**config.mk**
```make
export PLATFORM = sky130hd
export DESIGN_NAME = period_timer
export DESIGN_NICKNAME = d
export VERILOG_FILES = /design/src/rtl/period_timer.sv
export SDC_FILE = /design/constraint.sdc
export NUM_CORES = 1
export LEC_CHECK = 0
export CORE_ASPECT_RATIO = 0.6
export CORE_MARGIN = 2
export CORE_UTILIZATION = 60
export DETAILED_ROUTE_END_ITERATION = 10
export GPL_ROUTABILITY_DRIVEN = 0
export PLACE_DENSITY = 0.81
export SYNTH_ARGS = -nofsm -noshare
export SYNTH_HDL_FRONTEND = slang
export SYNTH_SLANG_ARGS = --single-unit
```
**constraint.sdc**
```tcl
create_clock -name Clk100M -period 4.25 [get_ports Clk100M]
set_input_delay 0.425 -clock Clk100M [delete_from_list [all_inputs] [get_ports Clk100M]]
set_output_delay 0.425 -clock Clk100M [all_outputs]
set_load 0.02 [all_outputs]
```
**src/rtl/period_timer.sv**
```systemverilog
// period_timer: seconds countdown with prescaler and BCD seven-seg readout.
// Define PERIOD_PAUSE_EN to build the PAUSE state honouring pauseSig.
module period_timer #(
  parameter int TICK_DIV   = 100000000,
  parameter int DUR_W      = 8,
  parameter int PERIOD_SEC = 5,
  parameter int NUM_DIGITS = 4
) (
  input  logic                    Clk100M,
  input  logic                    RstN,
  input  logic                    startSig,
  input  logic                    abortSig,
  input  logic                    pauseSig,
  input  logic [DUR_W-1:0]        durSec,
  output logic                    running,
  output logic [DUR_W-1:0]        remaining,
  output logic                    periodComplete,
  output logic [8*NUM_DIGITS-1:0] segOut
);

  localparam int BW = 4 * NUM_DIGITS;
  localparam int SW = 8 * NUM_DIGITS;
  localparam int PW = $clog2(TICK_DIV);
  localparam int CW = $clog2(DUR_W + 1);

  localparam logic [PW-1:0] PS_MAX = PW'(TICK_DIV - 1);
  localparam logic [CW-1:0] LAST   = CW'(DUR_W - 1);

`ifdef PERIOD_PAUSE_EN
  typedef enum logic [2:0] {
    S_IDLE, S_LOAD, S_RUN, S_PAUSE, S_DONE
  } state_e;
`else
  typedef enum logic [2:0] {
    S_IDLE, S_LOAD, S_RUN, S_DONE
  } state_e;
  logic unused_pause;
  assign unused_pause = pauseSig;
`endif

  state_e          state_q, state_d;
  logic [DUR_W-1:0] rem_q, rem_d;
  logic [DUR_W-1:0] sh_q, sh_d;
  logic [PW-1:0]   ps_q, ps_d;
  logic [CW-1:0]   cnt_q, cnt_d;
  logic [BW-1:0]   bcd_q, bcd_d;
  logic [SW-1:0]   seg_q, seg_d;
  logic            run_q, run_d;
  logic            done_q, done_d;
  logic            adv;
  logic [DUR_W-1:0] dur;

  function automatic logic [7:0] seg7(input logic [3:0] d);
    unique case (d)
      4'd0:    return 8'hC0;
      4'd1:    return 8'hF9;
      4'd2:    return 8'hA4;
      4'd3:    return 8'hB0;
      4'd4:    return 8'h99;
      4'd5:    return 8'h92;
      4'd6:    return 8'h82;
      4'd7:    return 8'hF8;
      4'd8:    return 8'h80;
      4'd9:    return 8'h90;
      default: return 8'hFF;
    endcase
  endfunction

  function automatic logic [SW-1:0] seg_of(
    input logic [BW-1:0] b
  );
    logic [SW-1:0] s;
    s = '1;
    for (int i = 0; i < NUM_DIGITS; i++)
      s[8*i +: 8] = seg7(b[4*i +: 4]);
    return s;
  endfunction

  function automatic logic [BW-1:0] bcd_shift(
    input logic [BW-1:0] b,
    input logic          bit_in
  );
    logic [BW-1:0] t;
    t = b;
    for (int i = 0; i < NUM_DIGITS; i++)
      if (t[4*i +: 4] >= 4'd5)
        t[4*i +: 4] = t[4*i +: 4] + 4'd3;
    return {t[BW-2:0], bit_in};
  endfunction

  // Borrow ripples upward through zero digits
  function automatic logic [BW-1:0] bcd_dec(
    input logic [BW-1:0] b
  );
    logic [BW-1:0] t;
    logic          borrow;
    t = b;
    borrow = 1'b1;
    for (int i = 0; i < NUM_DIGITS; i++)
      if (borrow) begin
        if (t[4*i +: 4] == 4'd0) begin
          t[4*i +: 4] = 4'd9;
        end else begin
          t[4*i +: 4] = t[4*i +: 4] - 4'd1;
          borrow = 1'b0;
        end
      end
    return t;
  endfunction

  assign dur = (durSec == '0) ?
               DUR_W'(PERIOD_SEC) : durSec;

  always_comb begin
    state_d = state_q;
    rem_d   = rem_q;
    sh_d    = sh_q;
    ps_d    = ps_q;
    cnt_d   = cnt_q;
    bcd_d   = bcd_q;
    seg_d   = seg_q;
    run_d   = run_q;
    done_d  = 1'b0;
    adv     = 1'b0;
    if (abortSig) begin
      state_d = S_IDLE;
      rem_d   = '0;
      ps_d    = '0;
      seg_d   = '1;
      run_d   = 1'b0;
    end else begin
      unique case (state_q)
        S_IDLE: begin
          if (startSig) begin
            state_d = S_LOAD;
            rem_d   = dur;
            sh_d    = dur;
            bcd_d   = '0;
            cnt_d   = '0;
            seg_d   = '1;
            run_d   = 1'b1;
          end
        end
        S_LOAD: begin
          bcd_d = bcd_shift(bcd_q, sh_q[DUR_W-1]);
          sh_d  = sh_q << 1;
          cnt_d = cnt_q + 1'b1;
          if (cnt_q == LAST) begin
            state_d = S_RUN;
            ps_d    = '0;
            seg_d   = seg_of(bcd_d);
          end
        end
`ifdef PERIOD_PAUSE_EN
        S_RUN: begin
          if (pauseSig) state_d = S_PAUSE;
          else          adv = 1'b1;
        end
        S_PAUSE: begin
          if (!pauseSig) begin
            state_d = S_RUN;
            adv     = 1'b1;
          end
        end
`else
        S_RUN: adv = 1'b1;
`endif
        S_DONE: begin
          state_d = S_IDLE;
          run_d   = 1'b0;
        end
        default: state_d = S_IDLE;
      endcase
      if (adv) begin
        if (ps_q == PS_MAX) begin
          ps_d = '0;
          if (rem_q == DUR_W'(1)) begin
            state_d = S_DONE;
            rem_d   = '0;
            bcd_d   = '0;
            seg_d   = seg_of('0);
            run_d   = 1'b0;
            done_d  = 1'b1;
          end else begin
            rem_d = rem_q - 1'b1;
            bcd_d = bcd_dec(bcd_q);
            seg_d = seg_of(bcd_d);
          end
        end else begin
          ps_d = ps_q + 1'b1;
        end
      end
    end
  end

  always_ff @(posedge Clk100M or negedge RstN) begin
    if (!RstN) begin
      state_q <= S_IDLE;
      rem_q   <= '0;
      sh_q    <= '0;
      ps_q    <= '0;
      cnt_q   <= '0;
      bcd_q   <= '0;
      seg_q   <= '1;
      run_q   <= 1'b0;
      done_q  <= 1'b0;
    end else begin
      state_q <= state_d;
      rem_q   <= rem_d;
      sh_q    <= sh_d;
      ps_q    <= ps_d;
      cnt_q   <= cnt_d;
      bcd_q   <= bcd_d;
      seg_q   <= seg_d;
      run_q   <= run_d;
      done_q  <= done_d;
    end
  end

  assign running        = run_q;
  assign remaining      = rem_q;
  assign periodComplete = done_q;
  assign segOut         = seg_q;

endmodule

```
==> flow_summary.json <==
{
  "cpLargestDelayFamily": "compound AO/OA/AOI/OAI gates",
  "htree_levels": 3,
  "synth_seq_cells": 100,
  "synth_nets": 1085,
  "synth_top_area_share_pct": 20.5,
  "grt_max_degree": 73,
  "crit_arrival_ns": 3.99,
  "fin_crit_sh_pct": 86.9,
  "synth_edf_count": 0,
  "drt-total-wl_mm": 24.4,
  "highest_layer": "met4",
  "cts_buffer_depth": 2,
  "hold_ws_ns": 0.181,
  "die-area_um2": 14900,
  "crit_buf_inv": 2,
  "core_area_um2": 13600,
  "grt_pass1_wl_mm": 39.4,
  "ys_seq_area_share_pct": 30.6,
  "antenna_left": 0,
  "min_period_ns": 3.69,
  "netlist-cell-type-count": 101,
  "path_max_fanout": 13,
  "grt_setup_unrepaired": "no",
  "critPathCaptureType": "flop",
  "die_h_um": 95.2,
  "drive_above_1_share_pct": 10.5,
  "fp.dieW_um": 156,
  "setup_viol": 0,
  "power.density_nw_per_um2": 348,
  "num_io_pins": 55,
  "clock-sinks": 100,
  "yosys-top-cells-area": "dfrtp_1, dfstp_2, ha_1, nand2_1, a21oi_1",
  "final-hold-violation-count": 0,
  "io_buffers": 53,
  "maxCapViolations": 0,
  "post-dp-hpwl_mm": 17.2,
  "cts_buffers": 9,
  "insertedDiodeCount": 0,
  "syn_avg_cell_area_um2": 8.08,
  "synth_common_cells": "nand2_1, a21oi_1, nor2_1",
  "antenna_found_initial": 0,
  "wl_met1_mm": 11.4,
  "synth_ff_type": "dfrtp_1",
  "num_vias": 8230,
  "fill_cells": 1112,
  "first_global_vias": 7305,
  "drt_iter0_drc": 916,
  "grt.overflow.total": 0,
  "cts_root_buffer": "clkbuf_16",
  "power_mw": 3.19,
  "tightest_slew_ns": 1.17,
  "ys_warn_count": 0,
  "path_clk_slew_ns": 0.08,
  "remaining_drc_errors": 0,
  "crit_path_start_kind": "flop",
  "crit_chain": "inv_1 > ha_1 > nor3b_2 > nand3_4 > a211oi_1 > a21o_1 > inv_1 > ha_1 > mux2i_1 > a2111oi_2 > a211o_1",
  "hold_class": "in -> async",
  "viasPerCell": 6.76,
  "fin_skew_ns": 0.0148,
  "ir_worst_vdd_uv": 186,
  "slew_headroom_pct": 21.4,
  "max_stage_delay_ns": 0.58,
  "dr.pass1.iters": 5,
  "slowest_stage": "nor3b_2",
  "async_flop_share_pct": 100,
  "p_leak_nw": 3.67,
  "fin_area_um2": 9180,
  "netlist_instances": 1030,
  "drv_slew": 0,
  "cts_resized": 0,
  "area_growth_pct": 10.4,
  "cts_tree": "built",
  "place_area_um2": 8890,
  "cts_setup_buffers": 0,
  "synth_area_um2": 8320,
  "clk_latency_ns": 0.36,
  "cts-hold-fix-buffers": 0,
  "synth_top_cell_by_area": "dfrtp_1",
  "path_class": "reg -> reg",
  "initial_core_util_pct": 61.2,
  "wl_met2_mm": 9.66,
  "yosysMostFrequentCell": "nand2_1",
  "core.rowCount": 33,
  "met3RoutedLength_mm": 2.86,
  "fmax_mhz": 271,
  "outcome": "completed",
  "track_usage_pct": 33.8,
  "tns_ns": 0,
  "cp.required_ns": 4.55,
  "wl_per_cell_um": 20.1,
  "finalNetCount": 1093
}
final cells by class:
class / count / area, um^2 / share of cell area, %
tap: 175 / 219 / 2.38
sequential: 100 / 2540 / 27.7
clock buffer: 9 / 225 / 2.45
clock inverter: 7 / 71.3 / 0.777
timing repair buffer: 70 / 651 / 7.09
multi-input combinational: 818 / 5330 / 58.0
inverter: 39 / 146 / 1.59
registers in the layout (all words and copies together), names as in the netlist:
register / count
ps_q: 27
running: 1
bcd_q: 16
sh_q: 8
periodComplete: 1
cnt_q: 4
remaining: 8
segOut: 32
state_q: 3
cells in the final DEF (no fill, tap or decap), types with 18 or more instances in the layout:
| master | instances |
|---|---|
| inv_1 | 36 |
| nor3_1 | 33 |
| o21ai_0 | 59 |
| buf_4 | 18 |
| ha_1 | 42 |
| a211oi_1 | 31 |
| a21oi_1 | 75 |
| a31oi_1 | 30 |
| dfstp_2 | 32 |
| nor2_1 | 73 |
| xnor2_1 | 19 |
| nand2_1 | 111 |
| nand3_1 | 37 |
| clkdlybuf4s50_1 | 51 |
| dfrtp_1 | 68 |
| o211ai_1 | 20 |
power breakdown:
part	switching (mW)	internal [mW]	leakage, nW
registers	0.108	1.00	1.23
logic	0.787	0.454	2.30
clock network	0.426	0.418	0.147
kinds of logic after synthesis:
kind of cell / after synthesis / synth area share [%]
multiplexers: 17 / 2.53
AO/OA/AOI/OAI: 353 / 28.2
buffers and inverters: 112 / 5.56
XOR/XNOR: 25 / 2.80
flip-flops: 100 / 30.6
other: 1 / 0.0451
AND/OR/NAND/NOR: 380 / 24.0
adder cells (fa/ha/maj): 42 / 6.32
path summary, 6_finish.rpt:
check / from / end / slack [ns] / cells after the start
worst max-delay path: bcd_q[8] / segOut[27] / 0.56 / 11
worst min-delay path: RstN / ps_q[3] / 0.18 / 1
worst max register to register: bcd_q[8] / segOut[27] / 0.56 / 11
worst min register to register: segOut[29] / segOut[29] / 0.48 / 2
max in group asynchronous: RstN / segOut[16] / 3.06 / 2
min in group Clk100M: segOut[29] / segOut[29] / 0.48 / 2
through the flow:
step | setup slack, ns | util, % | std cells
after global placement | 0.852 | 65.4 | 1202
after global routing | 0.408 | 67.6 | 1218
after detailed placement | 0.727 | 65.4 | 1202
final | 0.557 | 67.6 | 1218
after CTS | 0.693 | 67.6 | 1218
after floorplan | 1.33 | - | 1030
routing by layer:
layer	up-vias	track usage, %
met3	51	9.32
met4	0	9.71
met1	3890	51.4
met5	-	2.04
li1	3840	-
met2	449	46.3
(Power assumes the default switching activity.)
